<file path="config.mk">
export PLATFORM = sky130hd
export DESIGN_NAME = uart_rx_digit
export DESIGN_NICKNAME = d
export VERILOG_FILES = /design/src/rtl/uart_rx_digit_pkg.sv /design/src/rtl/uart_rx_digit_ascii_to_nibble.sv /design/src/rtl/uart_rx_digit.sv
export SDC_FILE = /design/constraint.sdc
export NUM_CORES = 1
export LEC_CHECK = 0
export BUFFER_PORTS_ARGS = -buffer_cell sky130_fd_sc_hd__buf_2
export CORE_MARGIN = 2
export CORE_UTILIZATION = 38
export DETAILED_ROUTE_END_ITERATION = 6
export SLEW_MARGIN = 10
export SYNTH_ARGS = -nofsm -noshare
export SYNTH_HDL_FRONTEND = slang
export SYNTH_SLANG_ARGS = --single-unit
</file>
<file path="constraint.sdc">
create_clock -name clk -period 3.75 [get_ports clk]
set_clock_uncertainty 0.2 [all_clocks]
set_input_delay 0.375 -clock clk [delete_from_list [all_inputs] [get_ports clk]]
set_output_delay 0.375 -clock clk [all_outputs]
set_load 0.01 [all_outputs]
</file>
<file path="src/rtl/uart_rx_digit_pkg.sv">
// -----------------------------------------------------------------------------
// uart_rx_digit_pkg
// Shared definitions for the UART digit receiver:
//   - default clock / baud settings
//   - receiver FSM state encoding (3 bits)
//   - ASCII range limits for the digit decoder
// No ports; imported with `import uart_rx_digit_pkg::*;`.
// -----------------------------------------------------------------------------
package uart_rx_digit_pkg;

    localparam int DEFAULT_CLK_FREQ_HZ = 100000000;
    localparam int DEFAULT_BAUD_RATE   = 115200;

    typedef enum logic [2:0] {
        ST_IDLE  = 3'd0,
        ST_START = 3'd1,
        ST_DATA  = 3'd2,
        ST_STOP  = 3'd3,
        ST_BREAK = 3'd4
    } rx_state_t;

    localparam logic [7:0] ASCII_0  = 8'h30;
    localparam logic [7:0] ASCII_9  = 8'h39;
    localparam logic [7:0] ASCII_UA = 8'h41;
    localparam logic [7:0] ASCII_UF = 8'h46;
    localparam logic [7:0] ASCII_LA = 8'h61;
    localparam logic [7:0] ASCII_LF = 8'h66;

endpackage

</file>
<file path="src/rtl/uart_rx_digit_ascii_to_nibble.sv">
// -----------------------------------------------------------------------------
// uart_rx_digit_ascii_to_nibble
// Combinational ASCII character -> 4-bit digit value decoder.
// Optional feature macro: UART_RX_HEX_DIGIT_EN
//   undefined : only '0'..'9' are valid (values 0..9)
//   defined   : 'A'..'F' and 'a'..'f' are also valid (values 10..15)
// Ports:
//   code    in  8  received character
//   valid   out 1  character is a legal digit
//   nibble  out 4  digit value (0 when not valid)
// -----------------------------------------------------------------------------
module uart_rx_digit_ascii_to_nibble
    import uart_rx_digit_pkg::*;
(
    input  logic [7:0] code,
    output logic       valid,
    output logic [3:0] nibble
);

`ifdef UART_RX_HEX_DIGIT_EN
    localparam bit HEX_EN = 1'b1;
`else
    localparam bit HEX_EN = 1'b0;
`endif

    always_comb begin
        valid  = 1'b0;
        nibble = 4'd0;
        if (code >= ASCII_0 && code <= ASCII_9) begin
            valid  = 1'b1;
            nibble = 4'(code - ASCII_0);
        end else if (HEX_EN && code >= ASCII_UA && code <= ASCII_UF) begin
            valid  = 1'b1;
            nibble = 4'(code - ASCII_UA + 8'd10);
        end else if (HEX_EN && code >= ASCII_LA && code <= ASCII_LF) begin
            valid  = 1'b1;
            nibble = 4'(code - ASCII_LA + 8'd10);
        end
    end

endmodule

</file>
<file path="src/rtl/uart_rx_digit.sv">
// -----------------------------------------------------------------------------
// uart_rx_digit
// 8N1 UART receiver that decodes ASCII digit characters into a 4-bit value
// for the 7-segment digit shift stage.
// Optional feature macro: UART_RX_HEX_DIGIT_EN (hex letters accepted, see
// uart_rx_digit_ascii_to_nibble).
// Parameters:
//   CLK_FREQ_HZ  system clock in Hz
//   BAUD_RATE    serial bit rate; CLK_FREQ_HZ/BAUD_RATE must be >= 4
// Ports:
//   clk            in  1  system clock, rising edge
//   rst            in  1  asynchronous active-high reset
//   rx             in  1  asynchronous serial line, idles high
//   digit_data     out 4  last accepted digit, held until the next accept
//   digit_strobe   out 1  toggles once per accepted digit
//   frame_err      out 1  one-cycle pulse when the stop bit is low
//   char_rejected  out 1  one-cycle pulse for a well-framed non-digit byte
//   rx_busy        out 1  high whenever the FSM is not IDLE
//   fsm_state      out 3  current FSM state (rx_state_t encoding), debug
//
// Digit handshake (level-change protocol): there is no ready. Each accept
// updates digit_data and inverts digit_strobe on the same clock edge. The
// consumer registers the strobe once and treats any difference between its
// delayed copy and the live strobe as "one new digit"; by then digit_data has
// been stable for a cycle. digit_data changes on no other edge. Digits are at
// least one frame apart, so the consumer never misses a level change.
// -----------------------------------------------------------------------------
module uart_rx_digit
    import uart_rx_digit_pkg::*;
#(
    parameter int CLK_FREQ_HZ = DEFAULT_CLK_FREQ_HZ,
    parameter int BAUD_RATE   = DEFAULT_BAUD_RATE
) (
    input  logic       clk,
    input  logic       rst,
    input  logic       rx,
    output logic [3:0] digit_data,
    output logic       digit_strobe,
    output logic       frame_err,
    output logic       char_rejected,
    output logic       rx_busy,
    output logic [2:0] fsm_state
);

    localparam int CLKS_PER_BIT = CLK_FREQ_HZ / BAUD_RATE;
    localparam int TICK_W       = $clog2(CLKS_PER_BIT);

    // Half-bit point lands the START sample mid-bit; every later sample is
    // then a whole bit period on.
    localparam logic [TICK_W-1:0] HALF_LAST = TICK_W'(CLKS_PER_BIT / 2 - 1);
    localparam logic [TICK_W-1:0] BIT_LAST  = TICK_W'(CLKS_PER_BIT - 1);

    generate
        if (CLKS_PER_BIT < 4) begin : g_rate_check
            $error("uart_rx_digit: CLKS_PER_BIT must be >= 4");
        end
    endgenerate

    // Two-flop synchroniser; resets to the idle line level.
    logic rx_meta;
    logic rx_s;

    always_ff @(posedge clk or posedge rst) begin
        if (rst) begin
            rx_meta <= 1'b1;
            rx_s    <= 1'b1;
        end else begin
            rx_meta <= rx;
            rx_s    <= rx_meta;
        end
    end

    rx_state_t         state, state_n;
    logic [TICK_W-1:0] tick, tick_n;
    logic [2:0]        bit_cnt, bit_n;
    logic [7:0]        shreg, shreg_n;
    logic              accept;
    logic              frame_err_n;
    logic              reject_n;
    logic              dec_valid;
    logic [3:0]        dec_nibble;

    // Decoder sees the complete byte during the stop-sample cycle.
    uart_rx_digit_ascii_to_nibble u_dec (
        .code   (shreg),
        .valid  (dec_valid),
        .nibble (dec_nibble)
    );

    always_ff @(posedge clk or posedge rst) begin
        if (rst) begin
            state   <= ST_IDLE;
            tick    <= '0;
            bit_cnt <= '0;
            shreg   <= '0;
        end else begin
            state   <= state_n;
            tick    <= tick_n;
            bit_cnt <= bit_n;
            shreg   <= shreg_n;
        end
    end

    always_comb begin
        state_n     = state;
        tick_n      = tick;
        bit_n       = bit_cnt;
        shreg_n     = shreg;
        accept      = 1'b0;
        frame_err_n = 1'b0;
        reject_n    = 1'b0;
        case (state)
            ST_IDLE: begin
                if (!rx_s) begin
                    state_n = ST_START;
                    tick_n  = '0;
                end
            end
            ST_START: begin
                if (tick == HALF_LAST) begin
                    tick_n = '0;
                    if (!rx_s) begin
                        state_n = ST_DATA;
                        bit_n   = '0;
                    end else begin
                        // Start bit vanished before mid-bit: treat as noise.
                        state_n = ST_IDLE;
                    end
                end else begin
                    tick_n = tick + 1'b1;
                end
            end
            ST_DATA: begin
                if (tick == BIT_LAST) begin
                    tick_n  = '0;
                    shreg_n = {rx_s, shreg[7:1]};   // LSB arrives first
                    bit_n   = bit_cnt + 1'b1;
                    if (bit_cnt == 3'd7) begin
                        state_n = ST_STOP;
                    end
                end else begin
                    tick_n = tick + 1'b1;
                end
            end
            ST_STOP: begin
                if (tick == BIT_LAST) begin
                    tick_n = '0;
                    if (rx_s) begin
                        state_n = ST_IDLE;
                        if (dec_valid) begin
                            accept = 1'b1;
                        end else begin
                            reject_n = 1'b1;
                        end
                    end else begin
                        state_n     = ST_BREAK;
                        frame_err_n = 1'b1;
                    end
                end else begin
                    tick_n = tick + 1'b1;
                end
            end
            ST_BREAK: begin
                // Stay here while the line is held low so a break is not
                // mistaken for a stream of start bits.
                if (rx_s) begin
                    state_n = ST_IDLE;
                end
            end
            default: begin
                state_n = ST_IDLE;
            end
        endcase
    end

    always_ff @(posedge clk or posedge rst) begin
        if (rst) begin
            digit_data    <= 4'd0;
            digit_strobe  <= 1'b0;
            frame_err     <= 1'b0;
            char_rejected <= 1'b0;
        end else begin
            frame_err     <= frame_err_n;
            char_rejected <= reject_n;
            if (accept) begin
                digit_data   <= dec_nibble;
                digit_strobe <= ~digit_strobe;
            end
        end
    end

    assign rx_busy   = (state != ST_IDLE);
    assign fsm_state = state;

endmodule
</file>
==> results.md <==
- Share of the synthesized area in the top cell type: 0.467
- EDFF count, synth: 0
- Number of instances in the placed design: 212
- Element type at the critical path start: flip-flop
- Synthesized instance count: 151
- Number of sinks driven by the clock tree: 33
- Number of failing setup endpoints in the final timing report: 0
- Source-to-sink clock delay at the later pin of the worst-skew pair: 0.28 ns
- Commonest cells after routing, fill and taps aside: dfrtp_1, nand2_1, mux2_2, buf_2
- Synth Warn #: 0
- Count of different cell masters after synthesis: 42
- Grt ovf: 0
- Pwr Density: 371 nW/um2
- WL/cell: 13.9 um
- Leading cell type in the layout, fill and taps excluded: dfrtp_1
- Main area contributors after synthesis: dfrtp_1, mux2_2, nand2_1
- Category of the worst setup path capture point: flip-flop
- Pin count of the biggest net entering global routing: 34
- Synth Net Count: 158
- Buffers on Ports: 13
- Share of flip-flops with an asynchronous set or reset: 1.00
- Mean instance size in the synthesized netlist: 11.0 um2
- Fin crit share: 0.669
- Critical path required time: 3.71 ns
- Compound-cell area share of the yosys netlist: 0.123
- TritonCTS clock tree: yes
- Cell type with the highest aggregate area in the netlist: dfrtp_1
- Number of max-cap violations: 0
- Height of the die: 70.1 um
- All-Layer GR Usage: 0.135
- Ports: 14
- Number of pins exceeding their max-slew limit in the final report: 0
- Count of vias placed by the detailed router: 1215
- Die area: 4910 um2
- Core Footprint: 4290 um2
- Number of buffers on the longest clock path: 2
- Worst Path Max Fanout: 11
- Global-route wire length before repair: 5330 um
- NetSw: 128 uW
- DIE WIDTH: 70.1 um
- Class of the most critical hold timing path: reg -> reg
- Multiplexer area fraction after synthesis: 0.0882
- Post-layout power: 706 uW
- Status: finished clean
- Summed instance area of the synthesized netlist: 1660 um2
- Gate power share: 0.016
- Hold_ws: 0.156 ns
- Synthesized-area fraction occupied by xor and xnor cells: 0.00528
- Number of iterations in the first detailed-routing pass: 4
- Static Leak: 0.872 nW
- Max transition margin: 0.313
- Dominant combinational cell family by area after synthesis: simple AND/OR/NAND/NOR gates
- Initial antenna violation count: 0
- Pin slew with the least headroom to its limit: 1.03 ns
- Clock network fraction of design power: 0.475
- Primary FF master, synth: dfrtp_1
- Final wirelength: 3090 um
- Number of gates given a new drive strength after cts: 0
- Post-CTS setup-driven buffer insertion count: 0
- Initial Utilization: 0.387
- Nets@finish: 176
- Filler-free cell count of the finished design: 222
- Number of nets with antenna violations after detailed routing: 0
- Timing-limited maximum frequency: 0.399 GHz
- Root Buffer Master: clkbuf_8
- Post-synthesis share of cell area spent on and, or, nand and nor gates: 0.223
- Setup repair after global routing missed its margin: no
- Number of endpoints with negative hold slack in the final report: 0
- Fraction of power consumed by sequential logic: 0.509
- Setup Total Neg Slack: 0 ns
- Share of synthesized cell area in full adder, half adder and majority cells: 0.0301
- Share of total power consumed by net switching: 0.181
- FP Rows: 24
- Design internal power: 578 uW
- Share of layout cells above drive strength 1: 0.265
- Antenna Diode Count: 0
- Deepest level of the CTS H-tree: 2
- Sequential element share of the synthesized area: 0.499
- DP HPWL: 2170 um
- Min Clock Period, post-route: 2.51 ns
- CTS Buf Count: 5
- Layout-stage area growth over the synthesis result: 14.5%
- Final GP Congestion: 0.802
- Number of global-route vias before repair: 1179
- Worst vdd ir: 0.151 mV
- Arr. time, crit path: 2.47 ns
- FF+latch count, synth: 33
- CP Class: reg -> reg
- Clock-pin slew on the worst setup and hold paths: 0.06 ns
- Via-to-Cell Ratio: 5.47
- Initial DRC Count: 96
- Remaining design rule violation count: 0
==> stage by stage <==
step                      utilization  setup WS (ns)  area [um2]
after floorplan                     -           1.69        1660
after global placement          0.411           1.32        1760
after detailed placement        0.411           1.24        1760
after CTS                       0.443           1.22        1900
after global routing            0.443           1.02        1900
final                           0.443           1.24        1900
==> area by class of cell <==
| class | count | area, um2 |
|---|---|---|
| fill | 420 | 2390 |
| clock buffer | 7 | 86.3 |
| sequential | 33 | 828 |
| clock inverter | 1 | 30.0 |
| timing repair buffer | 16 | 92.6 |
| multi-input combinational | 108 | 779 |
| tap | 52 | 65.1 |
| inverter | 5 | 18.8 |
==> power by group through the flow <==
stage          combinational [mW]  sequential (mW)  clock, mW
3_3_place_gp               0.0101            0.366          0
5_1_grt                    0.0136            0.359      0.358
3_5_place_dp               0.0105            0.366          0
6_report                   0.0114            0.359      0.335
2_1_floorplan             0.00643            0.365          0
4_1_cts                    0.0121            0.359      0.342
==> kinds of logic after synthesis <==
| logic type | Yosys count |
|---|---|
| buffers and inverters | 10 |
| multiplexers | 13 |
| AND/OR/NAND/NOR | 59 |
| XOR/XNOR | 1 |
| flip-flops | 33 |
| AO/OA/AOI/OAI | 31 |
| adder cells (fa/ha/maj) | 4 |
==> cell usage after synthesis, types with 2 or more instances <==
master    number
dfrtp_1       31
nand2_1       23
mux2_2        13
o21ai_0        6
o22ai_1        6
a21oi_1        5
ha_1           4
inv_1          4
nor2_1         4
o211ai_1       4
buf_2          3
nand3_1        3
nor3_1         3
nor3b_1        3
nor4_1         3
o31a_1         3
a22o_1         2
and4bb_2       2
dfstp_2        2
nor2b_1        2
o21a_1         2
or3_1          2
or4_1          2
==> worst paths after layout <==
check,from,to,slack (ns),cells after the start
worst max-delay path,tick[0]$_DFFE_PP0P_,shreg[0]$_DFFE_PP0P_,1.24,5
worst min-delay path,rx_meta$_DFF_PP1_,rx_s$_DFF_PP1_,0.16,0
worst max register to register,tick[0]$_DFFE_PP0P_,shreg[0]$_DFFE_PP0P_,1.24,5
worst min register to register,rx_meta$_DFF_PP1_,rx_s$_DFF_PP1_,0.16,0
max in group asynchronous,rst,rx_meta$_DFF_PP1_,2.50,4
min in group asynchronous,rst,bit_cnt[0]$_DFFE_PP0P_,0.53,4
==> critical path, stage by stage, from the launching register on <==
cell and delay [ns]:
dfrtp_1 0.43, ha_1 0.27, and4bb_2 0.32, nand3_4 0.12, nor3_2 0.64, mux2_2 0.42
==> sequential cells by signal (all words and copies together), names as in the netlist <==
name and count:
bit_cnt 3, char_rejected 1, digit_data 4, digit_strobe 1, frame_err 1, fsm_state 3, rx_meta 1, rx_s 1
shreg 8, tick 10
==> routing by layer <==
metal | vias to the layer above | global-route usage | wire, um
li1 | 592 | - | -
met1 | 592 | 0.175 | 1500
met2 | 27 | 0.212 | 1430
met3 | 4 | 0.0375 | 115
met4 | 0 | 0.0598 | 40
met5 | - | 0 | 0
==> repair_timing <==
item                       CTS  global route
setup endpoints to repair    0             0
hold buffers                 2             0
hold endpoints to repair    32             0
(Power assumes the default switching activity.)
